<file path="src/rtl/cdb_arbiter.sv">
// rtl/cdb_arbiter.sv - two-slot round-robin common data bus arbiter with per-requester holding buffers
module cdb_arbiter #(
    parameter int NUM_REQ = 4,
    parameter int TAG_W   = 5,
    parameter int DATA_W  = 32
) (
    input  logic                      clk,
    input  logic                      rst,
    input  logic                      flush,
    input  logic [NUM_REQ-1:0]        req_valid,
    input  logic [NUM_REQ*TAG_W-1:0]  req_tag,
    input  logic [NUM_REQ*DATA_W-1:0] req_data,
    output logic [NUM_REQ-1:0]        req_ready,
    output logic                      cdb_valid0,
    output logic [TAG_W-1:0]          cdb_tag0,
    output logic [DATA_W-1:0]         cdb_data0,
    output logic                      cdb_valid1,
    output logic [TAG_W-1:0]          cdb_tag1,
    output logic [DATA_W-1:0]         cdb_data1
);

    localparam int PTR_W = 2;

    // One-entry holding buffer per requester
    logic [NUM_REQ-1:0] buf_valid;
    logic [TAG_W-1:0]   buf_tag  [NUM_REQ];
    logic [DATA_W-1:0]  buf_data [NUM_REQ];

    // Round-robin pointer: requester rr has highest priority this cycle
    logic [PTR_W-1:0]   rr;

    logic               g0_vld;
    logic               g1_vld;
    logic [PTR_W-1:0]   g0_idx;
    logic [PTR_W-1:0]   g1_idx;
    logic [PTR_W-1:0]   scan_idx;
    logic [NUM_REQ-1:0] grant;

    // Pick the first two occupied buffers in rotating priority order starting at rr
    always_comb begin
        g0_vld   = 1'b0;
        g1_vld   = 1'b0;
        g0_idx   = '0;
        g1_idx   = '0;
        scan_idx = '0;
        grant    = '0;
        for (int k = 0; k < NUM_REQ; k++) begin
            scan_idx = rr + PTR_W'(k);
            if (buf_valid[scan_idx]) begin
                if (!g0_vld) begin
                    g0_vld = 1'b1;
                    g0_idx = scan_idx;
                    grant[scan_idx] = 1'b1;
                end else if (!g1_vld) begin
                    g1_vld = 1'b1;
                    g1_idx = scan_idx;
                    grant[scan_idx] = 1'b1;
                end
            end
        end
    end

    // A buffer can take a new result when empty or draining this cycle; never during rst/flush
    always_comb begin
        req_ready = '0;
        if (!rst && !flush) begin
            req_ready = ~buf_valid | grant;
        end
    end

    // Broadcast registers, buffer fill/drain and pointer advance
    always_ff @(posedge clk) begin
        if (rst) begin
            buf_valid  <= '0;
            rr         <= '0;
            cdb_valid0 <= 1'b0;
            cdb_tag0   <= '0;
            cdb_data0  <= '0;
            cdb_valid1 <= 1'b0;
            cdb_tag1   <= '0;
            cdb_data1  <= '0;
            for (int i = 0; i < NUM_REQ; i++) begin
                buf_tag[i]  <= '0;
                buf_data[i] <= '0;
            end
        end else if (flush) begin
            // Drop everything in flight; the pointer keeps its position
            buf_valid  <= '0;
            cdb_valid0 <= 1'b0;
            cdb_tag0   <= '0;
            cdb_data0  <= '0;
            cdb_valid1 <= 1'b0;
            cdb_tag1   <= '0;
            cdb_data1  <= '0;
        end else begin
            cdb_valid0 <= g0_vld;
            cdb_tag0   <= g0_vld ? buf_tag[g0_idx]  : '0;
            cdb_data0  <= g0_vld ? buf_data[g0_idx] : '0;
            cdb_valid1 <= g1_vld;
            cdb_tag1   <= g1_vld ? buf_tag[g1_idx]  : '0;
            cdb_data1  <= g1_vld ? buf_data[g1_idx] : '0;

            // Next cycle starts just past the last requester served
            if (g1_vld) begin
                rr <= g1_idx + PTR_W'(1);
            end else if (g0_vld) begin
                rr <= g0_idx + PTR_W'(1);
            end

            // Tag 0 means "no result": accepted but never buffered
            for (int i = 0; i < NUM_REQ; i++) begin
                if (req_valid[i] && req_ready[i] && (req_tag[i*TAG_W +: TAG_W] != '0)) begin
                    buf_valid[i] <= 1'b1;
                    buf_tag[i]   <= req_tag[i*TAG_W +: TAG_W];
                    buf_data[i]  <= req_data[i*DATA_W +: DATA_W];
                end else if (grant[i]) begin
                    buf_valid[i] <= 1'b0;
                end
            end
        end
    end

endmodule

</file>
<file path="config.mk">
export PLATFORM = sky130hd
export DESIGN_NAME = cdb_arbiter
export DESIGN_NICKNAME = d
export VERILOG_FILES = /design/src/rtl/cdb_arbiter.sv
export SDC_FILE = /design/constraint.sdc
export NUM_CORES = 1
export LEC_CHECK = 0
export BUFFER_PORTS_ARGS = -buffer_cell sky130_fd_sc_hd__buf_2
export CAP_MARGIN = 30
export CORE_MARGIN = 1.5
export CORE_UTILIZATION = 45
export CTS_CLUSTER_DIAMETER = 50
export DETAILED_ROUTE_END_ITERATION = 8
export GPL_TIMING_DRIVEN = 0
export PLACE_DENSITY = 0.71
export SLEW_MARGIN = 20
export SYNTH_ARGS = -nofsm -noshare
export SYNTH_HDL_FRONTEND = slang
export SYNTH_SLANG_ARGS = --single-unit
</file>
<file path="constraint.sdc">
create_clock -name clk -period 3.8 [get_ports clk]
set_clock_uncertainty 0.2 [all_clocks]
set_input_delay 0.76 -clock clk [delete_from_list [all_inputs] [get_ports clk]]
set_output_delay 0.76 -clock clk [all_outputs]
set_load 0.05 [all_outputs]
</file>
Yosys cells after proc, flatten, opt, wreduce, memory -nomap -nowiden
Memory sizes are Yosys's and may differ from the RTL's. A register that Yosys moved wholly into a read port is not among the register bits.
Cells that the tools add are included.
W data, S select, Z words.

word-level totals
  bits in registers = 8
  RAM bits = 148
  bits of input ports = 155
  output and inout port bits = 80
  word-level logic and storage cells = 152
  memories kept = 2

operators by class
  $add $sub $neg = 5
  magnitude comparators = 8
  mux-type cells = 86
  bitwise gates (word level) = 16
  reductions and logical operators = 28

memories
  name      depth  width  rd ports  clocked after Yosys merged registers in  wr ports  RTL line  RTL
  buf_data  4      32     2         2                                        4         27        logic [DATA_W-1:0] buf_data [NUM_REQ];
  buf_tag   4      5      2         2                                        4         26        logic [TAG_W-1:0] buf_tag [NUM_REQ];

operator list
  kind                   number
  $mux W32               4
  $mux W1                44
  $mux W4                9
  $mux W2                17
  $mux W5                4
  $reduce_bool A5 Y1     4
  $or A4 B4 Y4           4
  $logic_and A1 B1 Y1    13
  $lt A2 B3 Y1 const B   4
  $reduce_bool A2 Y1     5
  $bmux W1 S2            4
  $demux W1 S2           4
  $ge A2 B1 Y1 const B   4
  $or A1 B1 Y1           8
  $add A2 B1 Y2 const B  3
  $reduce_or A3 Y1       2
  $add A2 B2 Y2 const B  2
  $not A4 Y4             1
  $not A1 Y1             3
  $logic_not A1 Y1       2
  $reduce_and A2 Y1      1
  $reduce_or A2 Y1       1

Depth between registers and ports, before layout
  depth in word-level cells = 24
  gate-level depth with buffers = 14
  mapped depth without buffers = 9

Worst setup path after synthesis
No wires, ideal clock.

  path kind = flip-flop to flip-flop
  start point = register rr[1]
  end point = memory buf_data[2][0], enable pin
  library setup time = 0.342 ns
  data arrival time = 3.322 ns
  data required time = 3.258 ns
  slack = -0.065 ns
  stages on the path, launching flop included = 12
  path buffers = 2
  period minus slack after synthesis = 3.865 ns
  cell sequence = dfxtp_1 > clkbuf_1 > inv_1 > ha_1 > buf_2 > mux2_2 > mux2i_1 > a211oi_1 > a221o_1 > and3_1 > o21a_1 > or2_2

RTL lines
  element                 RTL line  RTL
  from (decl)             30        logic [PTR_W-1:0] rr;
  from (signal assigned)  105       rr <= g1_idx + PTR_W'(1);
  from (signal assigned)  107       rr <= g0_idx + PTR_W'(1);
  to (decl)               27

Final worst setup path
  start point = register rr[0]
  end point = output port req_ready[1]

on the way
  longest elaborated chain between the ends = 17
  elaborated cells on any way between the ends = 51
  those cells by class = add/sub: 3; order compare: 8; mux: 32; bitwise: 4; reduce/logical: 4

ends and longest elaborated chain
  element                                                               RTL line    RTL
  $add A2 B1 Y2 (tied with other cells)                                 48          scan_idx = rr + PTR_W'(k);
  $lt A2 B3 Y1 (implied by the code) (tied with other cells)            53, 57
  $logic_and A1 B1 Y1 (implied by the code) or $mux W1 (tied branches)  -
  $mux W1 (implied by the code) or $demux W1 S2 (tied branches)         -
  $demux W1 S2 or $mux W4 (tied branches)                               53, 57, 49
  $or A4 B4 Y4 (no source line)                                         -
  $mux W4                                                               49          if (buf_valid[scan_idx]) begin
  $or A4 B4 Y4 (no source line)                                         -
  $mux W4                                                               54          end else if (!g1_vld) begin
  $mux W4                                                               50          if (!g0_vld) begin
  $mux W4                                                               49
  $or A4 B4 Y4 (no source line)                                         -
  $mux W4                                                               54
  $mux W4                                                               50
  $mux W4 (*)                                                           49
  $or A4 B4 Y4 (*)                                                      67          req_ready = ~buf_valid | grant;
  $mux W4 (*)                                                           66          if (!rst && !flush) begin
  to (decl)                                                             13          output logic [NUM_REQ-1:0] req_ready,

Mark *: on every way between the ends. The rest lies on a longest branch, timed or not. The select of a mux whose other input is x is not followed.

==> results_dict.tcl <==
set metrics [dict create \
    status "finished clean" \
    synthesis.area_sq_um 10800 \
    htreeDepth 1 \
    synthArstFlopShare 0 \
    relSlewSlack 0.452 \
    synth_warnings 0 \
    grt_max_degree 38 \
    cts_buffers 29 \
    p_per_area_nw_per_um2 538 \
    grt_pass1_wl_um 45100 \
    ctsLongestPathBuffers 3 \
    totalWireLength_um 30900 \
    crit_slowest_cell "mux4_2" \
    synthCells 823 \
    io_pins 235 \
    synth_edf_count 148 \
    cts_root_buffer "clkbuf_16" \
    yosysUniqueCellTypes 61 \
    tightest_slew_ns 0.821 \
    ir_drop_mv 0.340 \
    synth_top_area_frac 0.413 \
    slew_viol_final 0 \
    max_stage_delay_ns 0.60 \
    place_inst 1376 \
    critPathKind "flop to output port" \
    placed_cell_area_sq_um 12300 \
    synth_area_leaders "edfxtp_1 41%, dfxtp_1 15%, mux2i_1 11%" \
    vias 7607 \
    drt-initial-drc-count 395 \
    synthTopCellsByCount "152 x and2_1, 148 x edfxtp_1, 115 x mux2i_1, 82 x dfxtp_1, 44 x nor2_1" \
    yosysMostFrequentCell "and2_1" \
    syn_area_per_cell_sq_um 13.1 \
    syn-num-nets 986 \
    core_sq_um 23500 \
    worstSkewPairLatency_ns 0.54 \
    wl_per_cell_um 21.4 \
    grt_use_total 0.246 \
    nFillCells 1952 \
    synth_area_leader_cell "edfxtp_1" \
    cp.required_ns 2.84 \
    timing.critical_path.from_type "flop" \
    design_area_sq_um 13600 \
    vias_per_cell 5.28 \
    hpwl_um 20500 \
    postCtsHoldBufs 0 \
    fmax_ghz 0.267 \
    die_w_um 158 \
    cp_num_buf_inv 3 \
    min_path_type "primary input to flop" \
    dieArea_sq_um 24900 \
    gp_congestion 0.919 \
    antenna_left 0 \
    ys.flop_type "edfxtp_1" \
    leakage_nw 5.63 \
    hold_violations 0 \
    nNetsFinal 1262 \
    crit_arrival_ns 2.78 \
    finalPower_mw 7.31 \
    drv_cap 0 \
    layout-drive-gt1-share 0.381 \
    utilization 0.579 \
    worstSetupEndpointType "output port" \
    cts_num_sinks 230 \
    worstPathMaxFanout 11 \
    grt_pass1_vias 7871 \
    syn_to_final_growth_pct 26.1 \
    yosysSeqAreaShare 0.565 \
    start_util 0.459 \
    dr.pass1.iters 4 \
    path_delay_family "multiplexers" \
    setup_viol 0 \
    die_y_um 158 \
    cts_tree "built" \
    io_buffers 234 \
    core.rowCount 56 \
    antenna_found_initial 3 \
    clk_pin_slew_ns 0.06 \
    grt_overflow_total 0 \
    drc_errors 0 \
    crit_chain "buf_4 > mux4_2 > buf_6 > a22oi_2 > nand2_1 > a221o_1 > and2_4 > buf_8" \
    ys_ff_latch 230 \
    fin_crit_sh 0.984 \
    rsz0062_at_grt "false" \
    stdcell_count 1442 \
    post-route-min-period_ns 3.74 \
]
[report_power, final]
| part | leakage, nW | internal (mW) | switching [mW] |
|---|---|---|---|
| Sequential | 2.22 | 2.81 | 0.0676 |
| Clock | 0.516 | 1.83 | 1.12 |
| Combinational | 2.89 | 0.582 | 0.892 |
[state kept, by name, summed over array words and instances (netlist names)]
name        count
buf_data      128
cdb_data0      32
cdb_data1      32
buf_tag        20
cdb_tag0        5
cdb_tag1        5
buf_valid       4
rr              2
cdb_valid0      1
cdb_valid1      1
[final cells by class]
class | instances | area, sq um | area share
flip-flops and latches | 230 | 6090 | 0.449
multi-input cells | 534 | 4350 | 0.320
repair buffers | 244 | 1260 | 0.0931
clock buffers | 30 | 729 | 0.0537
well taps | 319 | 399 | 0.0294
plain buffers | 55 | 388 | 0.0286
clock inverters | 24 | 325 | 0.0239
inverters | 5 | 31.3 | 0.00230
diodes | 1 | 2.50 | 0.000184
[worst paths after layout]
kind,startpoint,endpoint,slack (ns),depth (start not counted)
min reg2reg,buf_data[0][13]$_SDFFCE_PN0P_,cdb_data1[13]$_SDFF_PP0_,0.34,2
min,req_data[46],buf_data[1][14]$_SDFFCE_PN0P_,0.29,2
max reg2reg,rr[1]$_SDFFE_PP0P_,buf_data[0][26]$_SDFFCE_PN0P_,0.17,10
max,rr[0]$_SDFFE_PP0P_,req_ready[1],0.06,8
[worst reg2reg max path, stage by stage, from the launching register on]
cell,delay [ns]
dfxtp_4,0.36
clkbuf_8,0.13
inv_2,0.06
ha_4,0.30
mux4_2,0.30
buf_6,0.15
a21oi_2,0.21
a221o_1,0.25
and3_1,0.25
o21a_1,0.45
or2_2,0.60
[through the flow]
step	hold slack [ns]	worst slack, ns	setup TNS, ns
after floorplan	0.298	0.0937	0
after global placement	0.312	-0.980	-258.24
after detailed placement	0.329	-0.970	-260.31
after CTS	0.280	0.00184	0
after global routing	0.282	0.0105	0
final	0.292	0.0595	0
[routing by layer]
| metal | global-route usage | vias up | part of all wire |
|---|---|---|---|
| met4 | 0.0777 | 4 | 0.028 |
| met1 | 0.318 | 3655 | 0.43 |
| met5 | 0 | - | 0.00075 |
| met3 | 0.0402 | 58 | 0.062 |
| li1 | - | 3583 | - |
| met2 | 0.420 | 307 | 0.48 |
[cell usage in the layout (no fill, tap or decap), drive strengths merged, types with 11 or more instances in the layout]
| cell type | Yosys | routed |
|---|---|---|
| mux2i | 115 | 115 |
| buf | 31 | 273 |
| edfxtp | 148 | 148 |
| o22ai | 38 | 38 |
| and2 | 152 | 152 |
| clkinv | 1 | 15 |
| a211oi | 40 | 40 |
| clkbuf | 26 | 56 |
| nand2 | 11 | 11 |
| mux2 | 40 | 40 |
| dfxtp | 82 | 82 |
| nor2 | 45 | 45 |
[logic make-up after synthesis]
group | count (synthesis) | synth area share
XOR/XNOR | 4 | 0.00325
multiplexers | 158 | 0.155
adder cells (fa/ha/maj) | 9 | 0.0102
AND/OR/NAND/NOR | 238 | 0.129
AO/OA/AOI/OAI | 122 | 0.0996
flip-flops | 230 | 0.565
buffers and inverters | 62 | 0.0380
[timing repair]
item / 4_1_cts / 5_1_grt
setup endpoints to repair: 374 / 79
buffers inserted: 8 / 2
gates resized for setup: 24 / 6
cloned: 2 / 1
pin swaps: 3 / 3
Note: power is estimated with default switching activity, not from simulation.
